### src/rtl/max_finder_win.sv
// max_finder_win: windowed per-frame peak finder with threshold hit counting.
// Optional MAX_FINDER_EDGE_EN adds first/last threshold-crossing positions.
module max_finder_win #(
    parameter int DATA_W = 10,
    parameter int POS_W  = 9,
    parameter int WIN_LO = 8,
    parameter int WIN_HI = 2**POS_W - 1
) (
    input  logic              clk_in,
    input  logic              rst_n_in,
    input  logic              start,
    input  logic              frame_end,
    input  logic              data_valid,
    input  logic [DATA_W-1:0] data_in,
    input  logic [POS_W-1:0]  data_pos,
    input  logic [DATA_W-1:0] thr_in,
    output logic [DATA_W-1:0] max_value,
    output logic [POS_W-1:0]  max_pos,
    output logic [POS_W:0]    hit_count,
    output logic              found,
    output logic              result_valid,
    output logic              busy
`ifdef MAX_FINDER_EDGE_EN
    ,
    output logic [POS_W-1:0]  edge_first,
    output logic [POS_W-1:0]  edge_last
`endif
);
    typedef enum logic [1:0] {IDLE, SCAN, DONE} state_t;
    state_t state;
    logic accept, load, hit;
    logic [DATA_W-1:0] max_next;
    always_comb begin
        accept = state == SCAN && data_valid && !start &&
                 {1'b0, data_pos} >= (POS_W+1)'(WIN_LO) &&
                 {1'b0, data_pos} <= (POS_W+1)'(WIN_HI);
        load = accept && data_in > max_value;
        hit = accept && data_in >= thr_in;
        max_next = load ? data_in : max_value;
    end
    always_ff @(posedge clk_in) begin
        if (!rst_n_in || start) begin
            state <= rst_n_in ? SCAN : IDLE;
            busy <= rst_n_in;
            result_valid <= 1'b0;
            max_value <= '0;
            max_pos <= '0;
            hit_count <= '0;
            found <= 1'b0;
        end else begin
            result_valid <= 1'b0;
            if (load) begin
                max_value <= data_in;
                max_pos <= data_pos;
            end
            if (hit)
                hit_count <= hit_count + (POS_W+1)'(hit_count != '1);
            // found uses the peak including the frame_end sample itself
            if (state == SCAN && frame_end) begin
                state <= DONE;
                busy <= 1'b0;
                result_valid <= 1'b1;
                found <= max_next >= thr_in;
            end else if (state == DONE) begin
                state <= IDLE;
            end
        end
    end
`ifdef MAX_FINDER_EDGE_EN
    always_ff @(posedge clk_in) begin
        if (!rst_n_in || start) begin
            edge_first <= '0;
            edge_last <= '0;
        end else if (hit) begin
            edge_last <= data_pos;
            if (hit_count == '0)
                edge_first <= data_pos;
        end
    end
`endif
endmodule
### config.mk
export PLATFORM = sky130hd
export DESIGN_NAME = max_finder_win
export DESIGN_NICKNAME = d
export VERILOG_FILES = /design/src/rtl/max_finder_win.sv
export SDC_FILE = /design/constraint.sdc
export NUM_CORES = 1
export LEC_CHECK = 0
export BUFFER_PORTS_ARGS = -buffer_cell sky130_fd_sc_hd__clkbuf_2
export CAP_MARGIN = 20
export CORE_MARGIN = 2
export CORE_UTILIZATION = 39
export CTS_BUF_LIST = sky130_fd_sc_hd__clkbuf_8
export DETAILED_ROUTE_END_ITERATION = 8
export REMOVE_ABC_BUFFERS = 1
export SLEW_MARGIN = 0
export SYNTH_ARGS = -nofsm -noshare
export SYNTH_HDL_FRONTEND = slang
export SYNTH_SLANG_ARGS = --single-unit
### constraint.sdc
create_clock -name clk_in -period 6.05 [get_ports clk_in]
set_input_delay 1.21 -clock clk_in [delete_from_list [all_inputs] [get_ports clk_in]]
set_output_delay 1.21 -clock clk_in [all_outputs]
set_load 0.05 [all_outputs]
# == After elaboration in Yosys (flattened, before gate mapping) ==
# Cells that the tools add are included.
# word_totals
regBits,34
latch_bits,0
mem_bits_rw,0
rom_bits,0
input_bits,34
output_inout_bits,32
word_cells,34
mem_count,0
# op_classes
n_addsub,1
mul,0
div,0
order_cmp,4
eq_ne,3
n_shift,0
mux,8
bitwise,0
n_reduce_logical,11
# ops
op,count
$ge A10 B10 Y1,2
$add A10 B1 Y10,1
$gt A10 B10 Y1,1
$mux W10,1
$ne A10 B10 Y1 const B,1
$ge A9 B4 Y1 const B,1
$logic_and A1 B1 Y1,6
$mux W2,3
$mux W1,4
$reduce_bool A3 Y1,1
$eq A2 B1 Y1 const B,1
$eq A2 B2 Y1 const B,1
$logic_not A1 Y1,2
$reduce_bool A2 Y1,1
$logic_or A1 B1 Y1,1

# == Depth between registers and ports, before layout ==
# depth
word_depth,7
ltp_mapped,14
depth_no_buf,13

# == Worst setup path before layout ==
# No wires, ideal clock.
# synth_timing
path_kind,input -> register
start,in data_in[7]
end,reg found
setup_ps,131
arrival_ps,3644
required_time_ps,5919
slack_ps,2275
path_stages,13
path_buffers,1
path_cell_list,ha_1 -> a211oi_1 -> nor2_1 -> a2111o_1 -> nand2_4 -> buf_8 -> mux2_1 -> ha_1 -> a21o_1 -> a21oi_1 -> o21ai_0 -> o21ai_0 -> a31oi_1
# synth_between
elab_chain_len,4
# synth_lines
element,line_no,text
start: declaration,14,"input logic [DATA_W-1:0] data_in,"
$gt A10 B10 Y1,37,load = accept && data_in > max_value;
$logic_and A1 B1 Y1,37,
$mux W10,-,
named net max_next[4],32,logic [DATA_W-1:0] max_next;
$ge A10 B10 Y1,63,found <= max_next >= thr_in;
end signal: assignment,63,
end: declaration,20,"output logic found,"
# The timed path passes the listed nets, and every way through them passes these cells.
# A chain may end at the register's enable or synchronous reset.

# == Final worst setup path ==
# Same ends and word-level chain as after synthesis.

==> impl_metrics.env <==
export IMPL_critPathArrivalTime_ps=4200
export IMPL_ir_drop_mv=0.07426
export IMPL_tightest_slew_ps=956.9
export IMPL_netlist_area_mm2=0.002389
export IMPL_fp_dieH_um=82.26
export IMPL_drive_gt1_frac=0.2448
export IMPL_insertion_delay_ps=290
export IMPL_rows=28
export IMPL_min_to="max_pos[5]$_SDFFE_PP0P_"
export IMPL_synth_seq_cells=34
export IMPL_io_buffers=65
export IMPL_grt_overflow=0
export IMPL_fillers=608
export IMPL_rrSetupSlack_ps=2650
export IMPL_syn_inst=270
export IMPL_synth_area_leaders="dfxtp_1 26%, ha_1 17%, mux2i_1 10%, nand2_1 8.3%, edfxtp_1 3.8%"
export IMPL_ctsResizeCount=0
export IMPL_crit_required_ps=6220
export IMPL_regArea_um2=710.7
export IMPL_cts_clk_slew_worst_paths_ps=70
export IMPL_drc=0
export IMPL_dp_hpwl_um=4018
export IMPL_synth_largest_area_cell="dfxtp_1"
export IMPL_clock_skew_ps=9.853
export IMPL_finalSetupTns_ps=0
export IMPL_power_density_mw_per_mm2=168.2
export IMPL_die_area_mm2=0.006767
export IMPL_antenna_cells=0
export IMPL_io_pins=66
export IMPL_cp_start_kind="input port"
export IMPL_stdcell_count=410
export IMPL_grt_pass1_wl_um=8411
export IMPL_synthArstFlopShare=0
export IMPL_start_util=0.4034
export IMPL_slew_violations=0
export IMPL_synth_warning_count=0
export IMPL_die_w_um=82.26
export IMPL_multi_input_comb_area_mm2=0.001543
export IMPL_wire_per_inst_um=12.58
export IMPL_cts_sinks=34
export IMPL_grt_antenna_before_repair=0
export IMPL_worstSetupPathType="input port to register"
export IMPL_dr_pass1_iters=4
export IMPL_cts_buffers=5
export IMPL_final_area_mm2=0.002868
export IMPL_area_growth_syn_to_layout_pct=20.06
export IMPL_cts_root_buf="clkbuf_8"
export IMPL_htreeDepth=2
export IMPL_rsz0062_at_grt="false"
export IMPL_finalSetupViolCount=0
export IMPL_hp_start="max_pos[5]$_SDFFE_PP0P_"
export IMPL_placed_area_mm2=0.002755
export IMPL_grt_usage=0.1602
export IMPL_grt_pass1_vias=1921
export IMPL_post_cts_buffers=0
export IMPL_clock_fmax_mhz=248.4
export IMPL_ys_seq_area_frac=0.2975
export IMPL_synth_edf_count=3
export IMPL_postRouteAntennaNets=0
export IMPL_maxCapViolCount=0
export IMPL_synth_distinct_cells=42
export IMPL_synth_top_area_frac=0.2598
export IMPL_syn_area_per_cell_um2=8.846
export IMPL_wirelength_um=5159
export IMPL_power_mw=0.4825
export IMPL_core_area_mm2=0.005921
export IMPL_vias=2080
export IMPL_dp_cells=401
export IMPL_synth_most_common_cell="nand2_1"
export IMPL_synthFlopType="dfxtp_1"
export IMPL_ys_top_cells_by_count="53 x nand2_1, 32 x ha_1, 31 x dfxtp_1"
export IMPL_end_kind="register"
export IMPL_reg2reg_from="max_value[7]$_SDFF_PP0_"
export IMPL_cts_tree="built"
export IMPL_power_leakage_nw=1.356
export IMPL_via_per_inst=5.073
export IMPL_cts_buffer_depth=2
export IMPL_place_gp_congestion=0.8975
export IMPL_hold_class="register to register"
export IMPL_hold_ws_ps=462.8
export IMPL_reg2reg_to="found$_SDFFE_PP0P_"
export IMPL_cp_max_fo=21
export IMPL_drtIter0Drc=66
export IMPL_r2r_cells=13
export IMPL_hold_viol_final=0
export IMPL_hold_buffers=0
export IMPL_finalCritPeriodShare=0.6653
export IMPL_status="completed"
export IMPL_relSlewSlack=0.3456
export IMPL_hold_depth=2
export IMPL_post_route_min_period_ps=4025
export IMPL_nNetsFinal=400
export IMPL_grt_max_degree=58
==> where the power goes <==
group	switching, mW	total [mW]	internal, mW
Clock	0.0877	0.166	0.0788
Sequential	0.00165	0.232	0.230
Combinational	0.0501	0.0843	0.0342
==> registers in the layout (all words and copies together) (netlist names) <==
signal,cells
max_pos,9
found,1
max_value,10
result_valid,1
state,2
hit_count,10
busy,1
==> worst max-delay path, stage by stage <==
cell      delay, ps
clkbuf_2        110
ha_1            330
a211oi_1        260
nor2_1          100
a2111o_1        500
nand2_4         330
mux2_1          370
ha_1            300
a21o_1          160
a21oi_1         130
o21ai_0         120
o21ai_0         170
a31oi_1          90
==> per-layer routing <==
metal	GRT usage	wire length, um	share of wire
met3	0.03804	268	0.052
met4	0.06167	91	0.018
met2	0.2556	2264	0.44
met1	0.2084	2534	0.49
met5	0	0	0
==> final cells by class <==
type,instances,area share
timing repair buffer,66,0.1230
clock inverter,3,0.005672
multi-input combinational,205,0.5380
tap,75,0.03272
inverter,22,0.02880
clock buffer,5,0.02400
sequential,34,0.2478
==> layout by cell type (no fill, tap or decap), types with 5 or more instances in the layout <==
cell type,netlist,final
clkbuf_2,0,65
nand2_1,53,53
ha_1,32,32
dfxtp_1,31,31
mux2i_1,25,25
inv_1,22,22
nand2b_1,13,13
a21oi_1,11,11
nand4_1,8,8
nand3_1,8,8
o21ai_0,7,7
a211oi_1,7,7
mux2_1,5,5
clkbuf_8,0,5
==> metrics by stage <==
step	worst slack (ps)	utilization
after floorplan	2225	-
after global placement	1769	0.4653
after detailed placement	1727	0.4653
after CTS	2040	0.4797
after global routing	1756	0.4844
final	2025	0.4844
==> cells by family after synthesis <==
| family | Yosys count | synth area share |
|---|---|---|
| muxes | 31 | 0.1331 |
| adders and majority gates | 32 | 0.1676 |
| and+or+nand+nor | 98 | 0.2033 |
| buffers and inverters | 31 | 0.05971 |
| DFF | 34 | 0.2975 |
| AOI/OAI and AO/OA | 44 | 0.1388 |
==> worst max path at each step <==
stage,from,endpoint,slack [ps],depth (start not counted)
after floorplan,data_in[7],found$_SDFFE_PP0P_,2220,12
after global placement,data_in[7],found$_SDFFE_PP0P_,1770,13
after detailed placement,data_in[7],found$_SDFFE_PP0P_,1730,13
after CTS,data_in[7],found$_SDFFE_PP0P_,2040,13
after global routing,data_in[7],found$_SDFFE_PP0P_,1760,13
final,data_in[7],found$_SDFFE_PP0P_,2020,13
No activity file was read; power rests on OpenSTA's default activity.
